$ cat src/rtl/matrix_result_reader.sv
// matrix_result_reader: ping-pong drain buffer for matrix_mul results.
// Captures a full NxN result and streams it row-major on valid/ready.
module matrix_result_reader #(
  parameter int DATA_WIDTH  = 8,
  parameter int MATRIX_SIZE = 3,
  localparam int N  = MATRIX_SIZE,
  localparam int NN = N * N,
  localparam int IW = (N > 1) ? $clog2(N) : 1,
  localparam int AW = (NN > 1) ? $clog2(NN) : 1
) (
  input  logic                     clock,
  input  logic                     reset,
  input  logic                     res_valid,
  input  logic [NN*DATA_WIDTH-1:0] res_data,
  output logic                     res_ready,
  output logic                     out_valid,
  input  logic                     out_ready,
  output logic [DATA_WIDTH-1:0]    out_data,
  output logic [IW-1:0]            out_row,
  output logic [IW-1:0]            out_col,
  output logic                     out_last,
  output logic                     overflow_err
);

  logic [DATA_WIDTH-1:0] mem [2][NN];
  logic                  wr_sel;
  logic                  rd_sel;
  logic [1:0]            cnt;
  logic [IW-1:0]         row;
  logic [IW-1:0]         col;
  logic [AW-1:0]         idx;
  logic                  cap;
  logic                  beat;
  logic                  col_end;
  logic                  row_end;
  logic                  last_beat;

  assign res_ready = (cnt != 2'd2);
  assign out_valid = (cnt != 2'd0);
  assign cap       = res_valid && res_ready;
  assign beat      = out_valid && out_ready;
  assign col_end   = (col == IW'(N - 1));
  assign row_end   = (row == IW'(N - 1));
  assign last_beat = beat && col_end && row_end;

  assign idx      = AW'(row) * AW'(N) + AW'(col);
  assign out_data = mem[rd_sel][idx];
  assign out_row  = row;
  assign out_col  = col;
  assign out_last = out_valid && row_end && col_end;

  // Bank storage: load the whole result into the write bank on capture.
  always_ff @(posedge clock) begin
    if (cap && !reset) begin
      for (int i = 0; i < NN; i++) begin
        mem[wr_sel][i] <= res_data[i*DATA_WIDTH +: DATA_WIDTH];
      end
    end
  end

  // Bank selects and occupancy count.
  always_ff @(posedge clock) begin
    if (reset) begin
      wr_sel <= 1'b0;
      rd_sel <= 1'b0;
      cnt    <= 2'd0;
    end else begin
      if (cap) wr_sel <= ~wr_sel;
      if (last_beat) rd_sel <= ~rd_sel;
      if (cap && !last_beat) cnt <= cnt + 2'd1;
      else if (!cap && last_beat) cnt <= cnt - 2'd1;
    end
  end

  // Row/column walk through the current read bank.
  always_ff @(posedge clock) begin
    if (reset) begin
      row <= '0;
      col <= '0;
    end else if (beat) begin
      if (col_end) begin
        col <= '0;
        row <= row_end ? '0 : row + IW'(1);
      end else begin
        col <= col + IW'(1);
      end
    end
  end

  // Sticky flag for results offered while both banks are full.
  always_ff @(posedge clock) begin
    if (reset) overflow_err <= 1'b0;
    else if (res_valid && !res_ready) overflow_err <= 1'b1;
  end

endmodule

$ cat config.mk
export PLATFORM = sky130hd
export DESIGN_NAME = matrix_result_reader
export DESIGN_NICKNAME = d
export VERILOG_FILES = /design/src/rtl/matrix_result_reader.sv
export SDC_FILE = /design/constraint.sdc
export NUM_CORES = 1
export LEC_CHECK = 0
export BUFFER_PORTS_ARGS = -buffer_cell sky130_fd_sc_hd__buf_4
export CORE_ASPECT_RATIO = 1.2
export CORE_MARGIN = 3
export CORE_UTILIZATION = 61
export CTS_BUF_LIST = sky130_fd_sc_hd__clkbuf_8 sky130_fd_sc_hd__clkbuf_16
export DETAILED_ROUTE_END_ITERATION = 12
export GPL_ROUTABILITY_DRIVEN = 1
export PLACE_DENSITY = 0.89
export SYNTH_ARGS = -nofsm -noshare
export SYNTH_HDL_FRONTEND = slang
export SYNTH_SLANG_ARGS = --single-unit
$ cat constraint.sdc
create_clock -name clock -period 15.05 [get_ports clock]
set_input_delay 1.505 -clock clock [delete_from_list [all_inputs] [get_ports clock]]
set_output_delay 1.505 -clock clock [all_outputs]
set_load 0.05 [all_outputs]
==> metrics.log, run 1 <==
INFO  metric holdCritPathClass = reg -> reg
INFO  metric power.combinational.fraction = a little under a tenth
INFO  metric antenna_violations_before_repair = 0
INFO  metric drt-vias-per-instance = about 6.1
INFO  metric powerDensity = 138.0 nW/um^2
INFO  metric yosysWarningCount = 0
INFO  metric htree_levels = 4
INFO  metric timing.critical_path.to_type = output port
INFO  metric path_clk_slew = 0.06 ns
INFO  metric core = ~9700 um^2
INFO  metric required = between 10 and 15 ns
INFO  metric timing.slew.headroom = just under 30%
INFO  metric achievable-frequency = 0.2006 GHz
INFO  metric synth_top_flop_cell = edfxtp_1
INFO  metric sequentialPowerShare = about half
INFO  metric number_of_detailed_route_iterations_in_the_first_pass = 5
INFO  metric cell_internal_pwr = approximately 0.8 mW
INFO  metric final.period_utilization = around 33%
INFO  metric vias_in_the_first_global_route = 3373
INFO  metric use_met2 = a little under two fifths
INFO  metric dr_total_vias = ~3300
INFO  metric fp-row-count = 39
INFO  metric seq_cells_post_synth = between 150 and 200
INFO  metric cts_inserted_buffers = 17
INFO  metric post_drt_wl_per_cell = approximately 22 um
INFO  metric worst_ep_arrival_time = around 3.5 ns
INFO  metric drt-initial-drc-count = 360
INFO  metric number_of_hold_slack_violations_in_the_final_timing_report = 0
INFO  metric cts_max_path_buffers = 2
INFO  metric setup_total_neg_slack = 0 ns
INFO  metric io_buffer_count = 91
INFO  metric groute.usage.overall = a little over a fifth
INFO  metric floorplan.die.height = roughly 120 um
INFO  metric final_period_minus_worst_setup_slack = between 4 and 5 ns
INFO  metric worst_skew_pair.late_latency = a little over 0.4 ns
INFO  metric clock-skew-final = between 0.007 and 0.008 ns
INFO  metric busiest_layer = met2
INFO  metric detail-route-antenna-nets = 0
INFO  metric p_clk_share = 41.7%
INFO  metric cts_setup_buffers = 0
INFO  metric register_area = 4526 um^2
INFO  metric cts_root_buffer = clkbuf_16
INFO  metric routed_wl = approximately 12 mm
INFO  metric grt_max_degree = 73
INFO  metric vdd.ir_drop.worst = ~110 uV
INFO  metric cts_tree = built
INFO  metric crit_slowest_cell = ha_1
INFO  metric grt_use_met3 = under 10%
INFO  metric timing.final.setup_violations = 0
INFO  metric worst_slew_pin_slew = about 1.1 ns
INFO  metric dieWidth = slightly below 100 um
INFO  metric switching_share = a little over a fifth
INFO  metric timing_worst_setup_path_type = reg -> out
INFO  metric drc = 0
INFO  metric avgSynthCellArea = approximately 20 um^2
INFO  metric layout_common_cells = 144 x edfxtp_1, 95 x buf_4, 34 x mux2i_1
INFO  metric outcome = complete, no violations
INFO  metric timing.critical_path.cells = fa_1, ha_1, nor2b_1, a221oi_1, o21ai_1, o221ai_1, buf_4
INFO  metric post_synthesis_instance_area = about 6100 um^2
INFO  metric p_leak = around 2.6 nW
INFO  metric layout_commonest_cell = edfxtp_1
INFO  metric number_of_synthesized_flops_with_an_enable_pin = 144
INFO  metric post_synth_inst_count = 300
INFO  metric final_layout_size_suffix_gt1_share = 32.36%
INFO  metric grt_overflow_total = 0
INFO  metric ys_async_sr_fraction = 0%
INFO  metric synth_sequential_area_ratio = about 74%
INFO  metric multi_input_gate_area = roughly 1500 um^2
INFO  metric synthesis.nets = around 380
INFO  metric grt_first_pass_wirelength = around 18 mm
INFO  metric fill_cells = 503
INFO  metric worst_setup_path_start_kind = flop
INFO  metric cp_slowest_stage_delay = ~0.78 ns
INFO  metric ioPinCount = about 90
INFO  metric area_delta_synth_final = 22.23%
INFO  metric post_synth_num_cell_types = 31
INFO  metric layout.nets = about 480
INFO  metric initial_util = 63.38%
INFO  metric timing_max_transition_violations_final = 0
INFO  metric hpwlAfterDp = between 7 and 8 mm
INFO  metric use_met1 = 26.16%
INFO  metric cts.hold.buffers_added = 0
INFO  metric post_cts_resize_count = 0
INFO  metric cap_violations = 0
INFO  metric critPathMaxFanout = 19
INFO  metric clock-sinks = between 150 and 200
INFO  metric place_congestion = 0.8658
INFO  metric rsz0062_at_grt = no
INFO  metric post_route_utilization = 77.47%
INFO  metric net_load_switching_power = approximately 0.22 mW
INFO  metric n_antenna_cell = 0
INFO  metric die_area = between 10000 and 15000 um^2
[metal layers]
layer  vias up  wire, um
met5         -         0
met4         0       408
met3        27       830
met2       162      6402
met1      1634      4339
li1       1444         -
[through the flow]
step	hold WS (ns)	total power [mW]	cell area, um^2	instances	setup slack (ns)
6_report	0.4727	1.033	7485	534	10.07
3_3_place_gp	0.4531	0.6064	6875	502	10.72
2_1_floorplan	0.4725	0.5705	6123	300	7.542
3_5_place_dp	0.4658	0.6097	6875	502	10.60
5_1_grt	0.5306	1.063	7485	534	9.867
4_1_cts	0.4800	1.039	7485	534	10.07
[flip-flops by register name (all words and copies together), names as in the netlist, named ones only]
signal and cells:
cnt 2, mem 144, out_col 2, out_row 2, overflow_err 1, rd_sel 1
wr_sel 1
[final timing paths]
path | startpoint | to | slack (ns) | cells past startpoint
setup / recovery | out_row[1]$_SDFFE_PP0P_ | out_data[3] | 10.07 | 7
hold / removal | overflow_err$_SDFFE_PP0P_ | overflow_err$_SDFFE_PP0P_ | 0.47 | 2
setup reg to reg | cnt[0]$_SDFFE_PP0P_ | mem[0][7]$_DFFE_PP_ | 12.99 | 4
hold reg to reg | overflow_err$_SDFFE_PP0P_ | overflow_err$_SDFFE_PP0P_ | 0.47 | 2
[cells by family after synthesis]
logic type / Yosys count / share of synthesized area (%)
mux: 58 / 15.55
simple gates: 26 / 2.350
buf+inv: 20 / 2.309
xor+xnor: 4 / 0.5721
flops: 154 / 73.89
compound gates: 30 / 3.453
fa+ha+maj: 8 / 1.880
[power by group through the flow]
stage	Combinational (mW)	Clock, mW	Sequential (mW)
after floorplan	0.0548	0	0.516
final	0.0978	0.431	0.504
after global routing	0.104	0.454	0.506
after CTS	0.0983	0.436	0.504
after global placement	0.0964	0	0.510
after detailed placement	0.0976	0	0.512
[critical path: cells and delay by family, from the launching register on]
family / cells / cell delay (ns)
adders and majority gates: 2 / 1.26
AOI/OAI and AO/OA: 3 / 0.58
and+or+nand+nor: 1 / 0.54
DFF: 1 / 0.46
buffers and inverters: 1 / 0.24
[layout make-up]
type                            instances  share of cell area [%]
Clock buffer                           17                   5.684
Timing Repair Buffer                   95                   9.529
Inverter                                4                  0.2006
Tap cell                              123                   2.056
Clock inverter                         15                   2.457
Multi-Input combinational cell        126                   19.61
Sequential cell                       154                   60.46
[cells in the mapped netlist (all sizes together) (2+ instances only)]
library cell | instances | share of area (%)
nor2b | 2 | 0.20
ha | 6 | 1.2
o21ai | 10 | 0.82
a221oi | 8 | 1.1
o221ai | 8 | 1.1
nor2 | 9 | 0.55
fa | 2 | 0.65
mux2i | 34 | 5.6
nor3 | 2 | 0.16
dfxtp | 10 | 3.3
mux4 | 24 | 10
a21oi | 3 | 0.25
buf | 15 | 2.0
xor2 | 4 | 0.57
inv | 4 | 0.25
or2 | 3 | 0.31
nor3b | 3 | 0.37
nand2b | 2 | 0.20
edfxtp | 144 | 71
No activity file was read; power rests on OpenSTA's default activity.
==> inputs of run 2 (changes only) <==
--- a/config.mk
+++ b/config.mk
@@ -8,11 +8,11 @@
 export BUFFER_PORTS_ARGS = -buffer_cell sky130_fd_sc_hd__buf_4
 export CORE_ASPECT_RATIO = 1.2
 export CORE_MARGIN = 3
-export CORE_UTILIZATION = 61
+export CORE_UTILIZATION = 51
 export CTS_BUF_LIST = sky130_fd_sc_hd__clkbuf_8 sky130_fd_sc_hd__clkbuf_16
 export DETAILED_ROUTE_END_ITERATION = 12
 export GPL_ROUTABILITY_DRIVEN = 1
-export PLACE_DENSITY = 0.89
+export PLACE_DENSITY = 0.79
 export SYNTH_ARGS = -nofsm -noshare
 export SYNTH_HDL_FRONTEND = slang
 export SYNTH_SLANG_ARGS = --single-unit
==> constraint.sdc (replaced) <==
create_clock -name clock -period 4.4 [get_ports clock]
set_input_delay 0.44 -clock clock [delete_from_list [all_inputs] [get_ports clock]]
set_output_delay 0.44 -clock clock [all_outputs]
set_load 0.05 [all_outputs]
==> run 2 against run 1 <==
  * Final cell count up 6.0%
  * Count of clock-buffer cells in the layout unchanged
  * Global-route usage decreased by 4.1 points
  * Clock power grew to 3.0 times the previous value
  * Sequential share of layout area is 0.33 points higher
  * Combinational power rose to 3.4 times the previous value
  * Clock skew fell by 0.00063 ns
  * Die area is 18% higher
  * Largest cell class unchanged
  * Cell area fell by 0.53%
  * Largest power group unchanged
  * Non-clock buffer count did not move
  * Hold slack lost 0.26 ns
==> metrics.log, run 2 (synthesis results as in run 1) <==
INFO  metric grt_max_degree = 73 (unchanged)
INFO  metric grt_overflow_total = 0 (unchanged)
INFO  metric crit_slowest_cell = or4b_1 (was ha_1)
INFO  metric timing.final.setup_violations = 0 (unchanged)
INFO  metric cts_inserted_buffers = 17 (unchanged)
INFO  metric outcome = complete, no violations (unchanged)
INFO  metric grt_first_pass_wirelength = 17.46 mm (was 17.93 mm)
INFO  metric number_of_detailed_route_iterations_in_the_first_pass = 4 (was 5)
INFO  metric antenna_violations_before_repair = 0 (unchanged)
INFO  metric area_delta_synth_final = 21.58% (was 22.23%)
INFO  metric number_of_hold_slack_violations_in_the_final_timing_report = 0 (unchanged)
INFO  metric worst_skew_pair.late_latency = 0.41 ns (about the same)
INFO  metric routed_wl = 11.24 mm (was 11.98 mm)
INFO  metric dr_total_vias = 3086 (was 3267)
INFO  metric timing.slew.headroom = 25.31% (was 29.15%)
INFO  metric layout.nets = 482 (unchanged)
INFO  metric clock-sinks = 154 (unchanged)
INFO  metric groute.usage.overall = 17.87% (was 21.94%)
INFO  metric initial_util = 52.69% (was 63.38%)
INFO  metric final.period_utilization = 84.84%
INFO  metric p_leak = 2.576 nW (was 2.603 nW)
INFO  metric final_period_minus_worst_setup_slack = between 3 and 4 ns
INFO  metric whs = 0.2102 ns (was 0.4727 ns)
INFO  metric largest_register = mem (unchanged)
INFO  metric core = 11620 um^2 (was 9662 um^2)
INFO  metric timing.critical_path.cells = fa_1, ha_1, fa_1, or4b_1, o221ai_1, buf_4 (was fa_1, ha_1, nor2b_1, a221oi_1, o21ai_1, o221ai_1, buf_4)
INFO  metric io_buffer_count = 91 (unchanged)
INFO  metric worst_slew_pin_slew = 1.120 ns (was 1.063 ns)
INFO  metric path_clk_slew = 0.06 ns (about the same)
INFO  metric final_layout_size_suffix_gt1_share = 31.54% (was 32.36%)
INFO  metric required = 3.96 ns (was 13.55 ns)
INFO  metric cp_slowest_stage_delay = 0.64 ns (was 0.78 ns)
INFO  metric layout_commonest_cell = edfxtp_1 (unchanged)
INFO  metric cts_setup_buffers = 0 (unchanged)
INFO  metric vias_in_the_first_global_route = 3223 (was 3373)
INFO  metric cts.hold.buffers_added = 0 (unchanged)
INFO  metric cts_root_buffer = clkbuf_16 (unchanged)
INFO  metric ioPinCount = 92 (unchanged)
INFO  metric post_drt_wl_per_cell = 19.85 um (was 22.43 um)
INFO  metric detail-route-antenna-nets = 0 (unchanged)
INFO  metric n_antenna_cell = 0 (unchanged)
INFO  metric achievable-frequency = ~0.27 GHz
INFO  metric fp-row-count = 43 (was 39)
INFO  metric dieWidth = 106.0 um (was 97.46 um)
INFO  metric cp_common_cell = fa_1
INFO  metric timing_worst_setup_path_type = reg -> out (unchanged)
INFO  metric layout_common_cells = 144 x edfxtp_1, 95 x buf_4, 34 x mux2i_1 (unchanged)
INFO  metric timing.critical_path.to_type = output port (unchanged)
INFO  metric cap_violations = 0 (unchanged)
INFO  metric power = 3.332 mW (was 1.033 mW)
INFO  metric clock-skew-final = 0.007182 ns (was 0.007809 ns)
INFO  metric post_cts_resize_count = 0 (unchanged)
INFO  metric worst_setup_path_start_kind = flop (unchanged)
INFO  metric worst_ep_arrival_time = 3.29 ns (was 3.48 ns)
INFO  metric vdd.ir_drop.worst = 251.2 uV (was 112.6 uV)
INFO  metric holdCritPathClass = in -> reg (was reg -> reg)
INFO  metric fill_cells = 838 (was 503)
INFO  metric timing.critical_path.buf_inv = 1 (unchanged)
INFO  metric hpwlAfterDp = 7.477 mm (was 7.437 mm)
INFO  metric die_area = 13360 um^2 (was 11280 um^2)
INFO  metric drc = 0 (unchanged)
INFO  metric largest_register_ffs = 144 (unchanged)
INFO  metric cts_tree = built (unchanged)
INFO  metric powerDensity = 447.5 nW/um^2 (was 138.0 nW/um^2)
INFO  metric path_delay_family = adder cells (unchanged)
INFO  metric register_area = 4526 um^2 (unchanged)
INFO  metric setup_total_neg_slack = 0 ns (unchanged)
INFO  metric drt-initial-drc-count = 227 (was 360)
INFO  metric place_congestion = 0.8080 (was 0.8658)
INFO  metric floorplan.die.height = 126.0 um (was 115.8 um)
INFO  metric rsz0062_at_grt = no (unchanged)
INFO  metric cts_max_path_buffers = 2 (unchanged)
INFO  metric drt-vias-per-instance = 5.452 (was 6.118)
INFO  metric critPathMaxFanout = 8 (was 19)
INFO  metric timing_max_transition_violations_final = 0 (unchanged)
INFO  metric multi_input_gate_area = 1480 um^2 (was 1468 um^2)
INFO  metric htree_levels = 4 (unchanged)
## run 2: cell count changes in the layout (fill, tap and decap cells not counted), sizes merged
| cell | previous run | this run |
|---|---|---|
| inv | 6 | 7 |
| clkinvlp | 3 | 0 |
| bufinv | 4 | 1 |
| clkinv | 6 | 9 |
## run 2: cell type report
| cell class | instances | share of cell area (%) |
|---|---|---|
| sequential | 154 | 60.79 |
| multi-input combinational | 126 | 19.88 |
| timing repair buffer | 95 | 9.580 |
| clock buffer | 17 | 5.714 |
| tap | 157 | 2.639 |
| clock inverter | 13 | 1.193 |
| inverter | 4 | 0.2017 |
## run 2: power breakdown
| part | internal [mW] | switching, mW |
|---|---|---|
| Clock | 0.754 | 0.521 |
| Combinational | 0.133 | 0.202 |
| Sequential | 1.70 | 0.0248 |
## run 2: per-stage QoR
step           utilization (%)  cells  setup WS, ns  cell area [um^2]
5_1_grt                  64.06    566        0.4583              7445
2_1_floorplan                -    300        0.5969              6146
3_3_place_gp             59.64    536         1.134              6930
4_1_cts                  64.06    566        0.6247              7445
3_5_place_dp             59.64    536         1.087              6930
6_report                 64.06    566        0.6670              7445
## run 2: metal layers
| layer | share of wire [%] | routed length [um] | GRT usage, % | vias to the layer above |
|---|---|---|---|---|
| li1 | - | - | - | 1439 |
| met1 | 39 | 4342 | 22.24 | 1546 |
| met2 | 55 | 6140 | 29.65 | 85 |
| met3 | 4.8 | 541 | 5.023 | 16 |
| met4 | 1.9 | 213 | 7.470 | 0 |
| met5 | 0 | 0 | 0 | - |
## run 2: worst paths after layout
path,start,endpoint,slack (ns),depth (start not counted)
max reg2reg,cnt[0]$_SDFFE_PP0P_,mem[1][13]$_DFFE_PP_,2.23,4
max,out_row[1]$_SDFFE_PP0P_,out_data[4],0.67,6
min,res_data[25],mem[1][41]$_DFFE_PP_,0.21,1
min reg2reg,overflow_err$_SDFFE_PP0P_,overflow_err$_SDFFE_PP0P_,0.47,2
## run 2: worst reg2reg max path, cell delays in order, from the launching register on
cell      delay [ns]
dfxtp_1         0.43
nand2b_1        0.17
nand2_1         0.18
nor3b_4         0.21
buf_4           0.72
